**src/rtl/connector_stim_driver.sv**
```systemverilog
// connector_stim_driver
// Three-channel write-burst source for the connector top. A start request in
// IDLE launches a burst of burst_len beats on the channels selected by
// chan_mask. Beat data follows a deterministic pattern seeded at start.
// Consecutive beats are separated by GAP idle cycles.
//
// Optional feature (macro CONNECTOR_DRV_LFSR_EN):
//   undefined : pattern = seed, seed+1, ...     datak = pattern + k
//   defined   : 8-bit Fibonacci LFSR (x^8+x^6+x^5+x^4+1, shift left,
//               feedback into bit 0), zero seed replaced by 8'h01,
//               datak = pattern ^ k
//
// Ports
//   clk, reset            clock, asynchronous active-high reset
//   start                 burst request, sampled only in IDLE
//   chan_mask[2:0]        channel enables, latched at start
//   burst_len[BURST_W-1:0] beats per burst, latched at start
//   seed[7:0]             initial pattern value, latched at start
//   freeze                stalls RUN/GAP (state, counters, pattern), wen low
//   busy                  burst in flight (through the done cycle)
//   done                  one-cycle pulse at burst end
//   beat_cnt              beats emitted in the current or last burst
//   wen0..2, data0..2     registered per-channel strobe and data
//   dbg_state[1:0]        current FSM state (IDLE=0, RUN=1, GAP=2, DONE=3)
//
// Handshake: start is a request taken only while the block is idle; done
// pulses for exactly one cycle when the burst is over, and busy stays high
// from the cycle after start up to and including the done cycle, so a new
// start may be issued as soon as busy has dropped.
module connector_stim_driver #(
  parameter int BURST_W = 8,
  parameter int GAP     = 0
) (
  input  logic               clk,
  input  logic               reset,
  input  logic               start,
  input  logic [2:0]         chan_mask,
  input  logic [BURST_W-1:0] burst_len,
  input  logic [7:0]         seed,
  input  logic               freeze,
  output logic               busy,
  output logic               done,
  output logic [BURST_W-1:0] beat_cnt,
  output logic               wen0,
  output logic               wen1,
  output logic               wen2,
  output logic [7:0]         data0,
  output logic [7:0]         data1,
  output logic [7:0]         data2,
  output logic [1:0]         dbg_state
);

  typedef enum logic [1:0] {S_IDLE = 2'd0, S_RUN = 2'd1, S_GAP = 2'd2, S_DONE = 2'd3} state_t;

  localparam logic [3:0] GAP_LAST = 4'((GAP == 0) ? 0 : GAP - 1);

  state_t             state_q, state_d;
  logic [2:0]         mask_q;
  logic [BURST_W-1:0] len_q;
  logic [BURST_W-1:0] cnt_q;
  logic [BURST_W-1:0] cnt_inc;
  logic [7:0]         pat_q;
  logic [7:0]         pat_next;
  logic [7:0]         seed_eff;
  logic [3:0]         gap_q;
  logic               busy_q, busy_d;
  logic               done_q, done_d;
  logic [2:0]         wen_q, wen_d;
  logic [7:0]         data_q [3];
  logic [7:0]         data_d [3];
  logic               accept;
  logic               beat_fire;
  logic               last_beat;

  function automatic logic [7:0] chan_data(input logic [7:0] p, input logic [1:0] k);
`ifdef CONNECTOR_DRV_LFSR_EN
    return p ^ {6'd0, k};
`else
    return p + {6'd0, k};
`endif
  endfunction

`ifdef CONNECTOR_DRV_LFSR_EN
  assign pat_next = {pat_q[6:0], pat_q[7] ^ pat_q[5] ^ pat_q[4] ^ pat_q[3]};
  // An all-zero LFSR would lock up, so a zero seed is nudged to 1.
  assign seed_eff = (seed == 8'h00) ? 8'h01 : seed;
`else
  assign pat_next = pat_q + 8'd1;
  assign seed_eff = seed;
`endif

  assign accept    = (state_q == S_IDLE) && start;
  assign beat_fire = (state_q == S_RUN) && !freeze;
  assign cnt_inc   = cnt_q + 1'b1;
  // cnt_q < len_q always holds in RUN, so cnt_inc cannot wrap here.
  assign last_beat = beat_fire && (cnt_inc == len_q);

  // State register
  always_ff @(posedge clk or posedge reset) begin
    if (reset) state_q <= S_IDLE;
    else       state_q <= state_d;
  end

  // Next-state logic
  always_comb begin
    state_d = state_q;
    unique case (state_q)
      S_IDLE: if (start) state_d = ((chan_mask != 3'b000) && (burst_len != '0)) ? S_RUN : S_DONE;
      S_RUN: begin
        if (beat_fire) begin
          if (last_beat)    state_d = S_DONE;
          else if (GAP > 0) state_d = S_GAP;
        end
      end
      S_GAP:  if (!freeze && (gap_q == GAP_LAST)) state_d = S_RUN;
      S_DONE: state_d = S_IDLE;
      default: state_d = S_IDLE;
    endcase
  end

  // Output logic (values registered below)
  always_comb begin
    wen_d  = 3'b000;
    data_d = data_q;
    for (int k = 0; k < 3; k++) begin
      // Disabled channels keep their last data so the bus only moves on strobes.
      if (beat_fire && mask_q[k]) begin
        wen_d[k]  = 1'b1;
        data_d[k] = chan_data(pat_q, 2'(k));
      end
    end
    done_d = (state_q == S_DONE);
    // Covers the done cycle too: the FSM is already back in IDLE then.
    busy_d = (state_d != S_IDLE) || (state_q == S_DONE);
  end

  // Datapath and output registers
  always_ff @(posedge clk or posedge reset) begin
    if (reset) begin
      mask_q <= 3'b000;
      len_q  <= '0;
      cnt_q  <= '0;
      pat_q  <= 8'h00;
      gap_q  <= 4'd0;
      wen_q  <= 3'b000;
      busy_q <= 1'b0;
      done_q <= 1'b0;
      for (int k = 0; k < 3; k++) data_q[k] <= 8'h00;
    end else begin
      wen_q  <= wen_d;
      busy_q <= busy_d;
      done_q <= done_d;
      for (int k = 0; k < 3; k++) data_q[k] <= data_d[k];
      if (accept) begin
        mask_q <= chan_mask;
        len_q  <= burst_len;
        pat_q  <= seed_eff;
        cnt_q  <= '0;
      end else if (beat_fire) begin
        pat_q <= pat_next;
        if (cnt_q != len_q) cnt_q <= cnt_inc;
      end
      // The gap counter restarts on every beat and holds while frozen.
      if (beat_fire)                          gap_q <= 4'd0;
      else if ((state_q == S_GAP) && !freeze) gap_q <= gap_q + 4'd1;
    end
  end

  assign busy      = busy_q;
  assign done      = done_q;
  assign beat_cnt  = cnt_q;
  assign wen0      = wen_q[0];
  assign wen1      = wen_q[1];
  assign wen2      = wen_q[2];
  assign data0     = data_q[0];
  assign data1     = data_q[1];
  assign data2     = data_q[2];
  assign dbg_state = state_q;

endmodule

```
**config.mk**
```make
export PLATFORM = sky130hd
export DESIGN_NAME = connector_stim_driver
export DESIGN_NICKNAME = d
export VERILOG_FILES = /design/src/rtl/connector_stim_driver.sv
export SDC_FILE = /design/constraint.sdc
export NUM_CORES = 1
export LEC_CHECK = 0
export BUFFER_PORTS_ARGS = -buffer_cell sky130_fd_sc_hd__buf_4
export CORE_MARGIN = 3
export CORE_UTILIZATION = 60
export CTS_BUF_LIST = sky130_fd_sc_hd__clkbuf_2 sky130_fd_sc_hd__clkbuf_4 sky130_fd_sc_hd__clkbuf_8
export DETAILED_ROUTE_END_ITERATION = 7
export HOLD_SLACK_MARGIN = 0.06
export PLACE_DENSITY = 0.86
export SETUP_SLACK_MARGIN = 0.2
export SLEW_MARGIN = 20
export SYNTH_ARGS = -nofsm -noshare
export SYNTH_HDL_FRONTEND = slang
export SYNTH_SLANG_ARGS = --single-unit
```
**constraint.sdc**
```tcl
create_clock -name clk -period 3.3 [get_ports clk]
set_input_delay 0.66 -clock clk [delete_from_list [all_inputs] [get_ports clk]]
set_output_delay 0.66 -clock clk [all_outputs]
set_load 0.05 [all_outputs]
```
=== Word level (Yosys, flattened, before mapping) ===
Cells that the tools add are included.

* Add/sub/neg operators: 4
* Equal/unequal tests: 5
* Mux-type cells: 16
* Reductions and logical operators: 20

{| class="wikitable"
|+ Operators with widths
! kind !! count
|-
| two-way mux 8 bit || 5
|-
| adder 8 x 1 -> 8 bit, second input constant || 2
|-
| two-way mux 2 bit || 5
|-
| logical AND 1 bit || 9
|-
| adder 8 x 2 -> 8 bit, second input constant || 1
|-
| == test 8 bit || 1
|-
| two-way mux 4 bit || 2
|-
| inequality test 8 bit || 1
|-
| case mux 2 bit (4 select lines) || 1
|-
| nonzero test 2 bit || 4
|-
| nonzero test 8 bit || 1
|-
| adder 4 x 1 -> 4 bit, second input constant || 1
|-
| == test 2 bit, second input constant || 2
|-
| zero test 4 bit || 1
|-
| two-way mux 1 bit || 3
|-
| nonzero test 3 bit || 1
|-
| == test 2 x 1 -> 1 bit, second input constant || 1
|-
| zero test 2 bit || 1
|-
| AND reduction 2 bit || 1
|-
| zero test 1 bit || 1
|-
| logical OR 1 bit || 1
|}

* Bits in registers: 62
* Input port bits: 23
* Output and inout port bits: 39
* Word-level logic and storage cells: 57

=== Longest topological paths before layout ===
* Depth after elaboration: 8
* Mapped depth: 7

=== Worst setup path after synthesis ===
Ideal clock, no wire load.

* Path type: flip-flop to flip-flop
* Start: register cnt_q[0], in the netlist beat_cnt[0]
* End: register state_q[1], in the netlist dbg_state[1]
* Library setup time: 0.120 ns
* Arrival time: 1.771 ns
* Required time: 3.180 ns
* Path slack: 1.409 ns
* Stages on the path, launching flop included: 7
* Path buffers: 0
* Period minus slack after synthesis: 1.891 ns
* Cells stage by stage: dfrtp_1 > ha_1 > and3_1 > and3_1 > xor2_1 > nor2_1 > a31o_1

* Cells in the longest elaborated chain, start to end: 6

{| class="wikitable"
|+ RTL lines
! element !! line !! source
|-
| start: declaration || 60 || <nowiki>logic [BURST_W-1:0] cnt_q;</nowiki>
|-
| start signal: assignment || 161 || <nowiki>if (cnt_q != len_q) cnt_q <= cnt_inc;</nowiki>
|-
| adder 8 x 1 -> 8 bit || 94 || <nowiki>assign cnt_inc = cnt_q + 1'b1;</nowiki>
|-
| == test 8 bit || 96 || <nowiki>assign last_beat = beat_fire && (cnt_inc == len_q);</nowiki>
|-
| logical AND 1 bit || 96 ||
|-
| two-way mux 2 bit || 111 || <nowiki>if (last_beat) state_d = S_DONE;</nowiki>
|-
| two-way mux 2 bit || 110 || <nowiki>if (beat_fire) begin</nowiki>
|-
| case mux 2 bit (4 select lines) || 107 || <nowiki>unique case (state_q)</nowiki>
|-
| named net state_d[1] || 57 || <nowiki>state_t state_q, state_d;</nowiki>
|-
| end signal: assignment || 101 || <nowiki>else state_q <= state_d;</nowiki>
|-
| end: declaration || 57 ||
|}

The timed path passes the listed nets, and every way through them passes these cells.
A chain may end at the register's enable or synchronous reset.

=== Worst setup path after layout ===
* Start: register state_q[0], in the netlist dbg_state[0]
* End: register cnt_q[2], in the netlist beat_cnt[2]

* Cells in the longest elaborated chain, start to end: 4

{| class="wikitable"
|+ RTL lines
! element !! line
|-
| == test 2 x 1 -> 1 bit / zero test 2 bit (equally long branches) || 93, 92
|-
| logical AND 1 bit (on tied branches) || 93, 92
|-
| nonzero test 2 bit (no line) || -
|-
| AND reduction 2 bit (no line) || -
|}

Several ways; a longest one is shown, not always the timed one.

==> results summary <==
The total number of vias came out at around 2500. The count of nets left with antenna violations once routing finished came out at 0. The via count of the first global-routing pass is 2399. The final hold violation count is 0. Of all nets on the critical path, the largest fanout is 12. The average detailed-routed wire length per instance came out at between 15 and 20 µm. The setup slack at placement is 1.11 ns. Net switching is 46.0% of the power.

The buffer cell driving the clock tree root is sky130_fd_sc_hd__clkbuf_8. The reg2reg setup slack is around 1.2 ns. Static timing analysis puts the maximum clock frequency at 479 MHz. The clock network burns around 18% of the power. Global routing consumed, over all layers together, 24.2% of the routing resources. The share of the cycle needed by the critical path after routing is 63.2%.

The via-per-instance ratio is approximately 5.6. The number of cells in the design after placement came out at between 400 and 500. The total power draw came out at 3.70 mW. The routed wire length is 6710 µm.

The quantity of gates resized following cts came out at 0. For the worst flop-to-flop path, the logic depth is 5. CTS saw 62 sinks.

After synthesis the netlist holds a flip-flop and latch count of slightly above 60. The global-route wire length before repair is 11300 µm. The count of cell types in the netlist came out at 42. The overall overflow remaining after global route is 0. The smallest clock period supported by the final layout is computed as ~2.1 ns. The remaining design rule violation count came out at 0.

The category of the worst setup path launch point is a flip-flop. The power density over the cells came out at 1010 nW/µm². The setup fix buffers added after clock tree synthesis came out at 0. For this design the total switching power over the nets is roughly 1.7 mW.

The final estimated routing congestion in global placement came out at between 0.8 and 0.9. Buffers inserted to repair hold after CTS numbered 0. The proportion of layout cells with a drive suffix above 1 is about a quarter. The pin count of the biggest net entering global routing is 47. The area of the mapped netlist is 3040 µm².

The floorplan die area is 5960 µm². The detailed-router iteration count before antenna repair came out at 4. The critical path in this run is classified as reg -> reg. The peak supply drop is 581 µV. Setup repair after global routing left no endpoint under its margin. The worst reg2reg path startpoint is dbg_state[0]$_DFF_PP0_. In this run, the number of DRC markers left after iteration 0 of detailed routing was about 170. The clock latency reported for the late side of the worst-skew pair is 0.34 ns. The part of the total power dissipated in sequential elements is a little over a third. Excluding fillers, the count of instances in the completed layout stands at between 400 and 500. Combinational cells account for 46.4% of the total power.

The slew at the pin closest to its max-slew limit came out at 0.643 ns. The width of the chip is 77.2 µm. The async set-reset flop share out of synthesis is 100%.

The warning count from the yosys run came out at 0. The number of placement rows is 25. The aggregate negative setup slack is 0 ns. The count of final setup violators came out at 0. The worst-case clock buffer depth is 2.

The relative area change from synthesis to final layout is 21.1%. The number of max-slew violations in the final report came to 0. The critical path capture point type is a flip-flop. The dominant register cell in the synthesized netlist is sky130_fd_sc_hd__dfrtp_1.

Detailed placement finished with a half-perimeter wire length of 4760 µm. The clock transition at the registers of the reported paths is 0.07 ns. The count of flip-flops with a built-in enable after synthesis is 0.

In the final design database the tool counted 400 nets. The number of antenna violations at the first check in global routing was 0. The number of buffers inserted during clock tree synthesis is 9. The floorplan step set the die height to approximately 77 µm.

The starting density of the core came out at 63.1%. Input and output buffers added on the ports amount to 61. The H-tree level count is 3.

At the worst endpoint, the arrival time is 2.31 ns. The worst min-delay path category is in -> async. The destination of the worst register-to-register timing path is beat_cnt[2]$_DFFE_PP0P_. The clock skew after layout is 0.00548 ns.

The post-synthesis cell count is ~320. The core area is 4820 µm². The run finished with clean final reports.

The relative slew slack came out at 56.9%. After layout, the worst setup slack is 1.21 ns. The cell-internal power is approximately 2.0 mW. The leakage dissipation is between 1.5 and 2 nW. The total of max-cap violations came out at 0.

The final-layout worst hold slack is 0.280 ns. TritonCTS built the clock tree. The part of the Yosys area used for sequential elements came out at 51.0%. The synthesized area per cell is 9.63 µm². The number of nets in the synthesized netlist is 344. The required time of the critical path came out at 3.53 ns. The count of inserted antenna diode cells is 0. During I/O placement, the number of pins put on the boundary was 62.
state kept, by name, summed over array words and instances (netlist names):
register,count
busy,1
data0,8
gap_q,4
len_q,8
mask_q,3
dbg_state,2
data1,8
data2,8
beat_cnt,8
pat_q,8
wen_q,3
done,1
worst max-delay path, stage by stage, from the launching register on:
cell and delay [ns]:
sky130_fd_sc_hd__dfrtp_1 0.56, sky130_fd_sc_hd__inv_2 0.12, sky130_fd_sc_hd__nor3_4 0.38, sky130_fd_sc_hd__o21ai_1 0.34, sky130_fd_sc_hd__and2_0 0.37, sky130_fd_sc_hd__o22a_1 0.21
synthesized netlist by cell type (2+ instances only):
cell type | instances | area [µm²]
sky130_fd_sc_hd__o21ai_0 | 24 | 120
sky130_fd_sc_hd__and2_1 | 2 | 12.5
sky130_fd_sc_hd__nor3_1 | 5 | 25.0
sky130_fd_sc_hd__a221o_1 | 5 | 50.1
sky130_fd_sc_hd__buf_4 | 4 | 30.0
sky130_fd_sc_hd__dfrtp_1 | 62 | 1550
sky130_fd_sc_hd__ha_1 | 5 | 62.6
sky130_fd_sc_hd__and3_1 | 4 | 25.0
sky130_fd_sc_hd__nor4_1 | 4 | 25.0
sky130_fd_sc_hd__xnor2_1 | 14 | 123
sky130_fd_sc_hd__a22oi_1 | 3 | 22.5
sky130_fd_sc_hd__nand3_1 | 9 | 45.0
sky130_fd_sc_hd__nor2b_1 | 2 | 12.5
sky130_fd_sc_hd__a21oi_1 | 7 | 35.0
sky130_fd_sc_hd__xor2_1 | 10 | 87.6
sky130_fd_sc_hd__clkbuf_1 | 4 | 15.0
sky130_fd_sc_hd__nor2_1 | 15 | 56.3
sky130_fd_sc_hd__buf_2 | 7 | 35.0
sky130_fd_sc_hd__o21ai_1 | 11 | 55.1
sky130_fd_sc_hd__mux2_2 | 8 | 90.1
sky130_fd_sc_hd__nand4_1 | 3 | 18.8
sky130_fd_sc_hd__or3_1 | 3 | 18.8
sky130_fd_sc_hd__nand2_1 | 71 | 267
sky130_fd_sc_hd__nor4b_1 | 2 | 17.5
sky130_fd_sc_hd__o22a_1 | 6 | 52.6
sky130_fd_sc_hd__buf_6 | 2 | 22.5
sky130_fd_sc_hd__inv_1 | 9 | 33.8
area by class of cell:
class,count,area (µm²)
Clock buffer,12,146
Fill cell,362,1130
Inverter,11,41.3
Tap cell,67,83.8
Clock inverter,4,47.5
Multi-Input combinational cell,226,1350
Sequential cell,62,1550
Timing Repair Buffer,62,465
power groups by stage:
stage               clock network [mW]  registers, mW  logic (mW)
finish                           0.657           1.33        1.72
global route                     0.704           1.37        1.85
CTS                              0.671           1.32        1.73
detailed placement                   0           1.33        1.72
global placement                     0           1.32        1.67
floorplan                            0           1.81       0.784
cells in the final DEF, fill, tap and decap left out, types with 3 or more instances in the layout:
cell	n
sky130_fd_sc_hd__o22a_1	6
sky130_fd_sc_hd__mux2_2	8
sky130_fd_sc_hd__or3_1	3
sky130_fd_sc_hd__buf_4	62
sky130_fd_sc_hd__nand4_1	3
sky130_fd_sc_hd__and3_1	4
sky130_fd_sc_hd__a221o_1	5
sky130_fd_sc_hd__o21ai_1	11
sky130_fd_sc_hd__inv_1	8
sky130_fd_sc_hd__nor4_1	4
sky130_fd_sc_hd__xnor2_1	14
sky130_fd_sc_hd__xor2_1	10
sky130_fd_sc_hd__dfrtp_1	62
sky130_fd_sc_hd__nand2_1	71
sky130_fd_sc_hd__nand3_1	9
sky130_fd_sc_hd__o21ai_0	24
sky130_fd_sc_hd__a22oi_1	3
sky130_fd_sc_hd__a21oi_1	7
sky130_fd_sc_hd__clkbuf_4	3
sky130_fd_sc_hd__nor3_1	5
sky130_fd_sc_hd__ha_1	5
sky130_fd_sc_hd__nor2_1	15
sky130_fd_sc_hd__clkbuf_8	9
metal layers:
layer / up-vias / track usage (%) / wire length, µm
met2: 101 / 36.2 / 3230
met5: - / 0 / 0
met4: 0 / 13.5 / 147
li1: 1200 / - / -
met1: 1164 / 32.2 / 2830
met3: 14 / 5.99 / 499
logic make-up (layout without fill, tap and decap cells):
family                   after synthesis  in the layout  synth area share [%]
XOR/XNOR                              24             24                  6.91
multiplexers                           8              8                  2.96
adder cells (fa/ha/maj)                5              5                  2.06
AND/OR/NAND/NOR                      127            127                  19.4
AO/OA/AOI/OAI                         62             62                  12.9
buffers and inverters                 28             89                  4.73
flip-flops                            62             62                  51.0
worst max path at each step:
stage | start | end | slack, ns | depth (start not counted)
4_1_cts | dbg_state[0]$_DFF_PP0_ | beat_cnt[2]$_DFFE_PP0P_ | 1.21 | 5
3_3_place_gp | freeze | pat_q[7]$_DFFE_PP0P_ | 1.22 | 5
6_report | dbg_state[0]$_DFF_PP0_ | beat_cnt[2]$_DFFE_PP0P_ | 1.21 | 5
3_5_place_dp | freeze | beat_cnt[2]$_DFFE_PP0P_ | 1.11 | 5
2_1_floorplan | reset | beat_cnt[0]$_DFFE_PP0P_ | 1.10 | 1
5_1_grt | dbg_state[0]$_DFF_PP0_ | beat_cnt[3]$_DFFE_PP0P_ | 0.99 | 5
metrics by stage:
stage          utilization [%]  cell area, µm²
2_1_floorplan                -            3040
3_3_place_gp              72.4            3490
3_5_place_dp              72.4            3490
4_1_cts                   76.4            3680
5_1_grt                   76.4            3680
6_report                  76.4            3680
No activity file was read; power rests on OpenSTA's default activity.
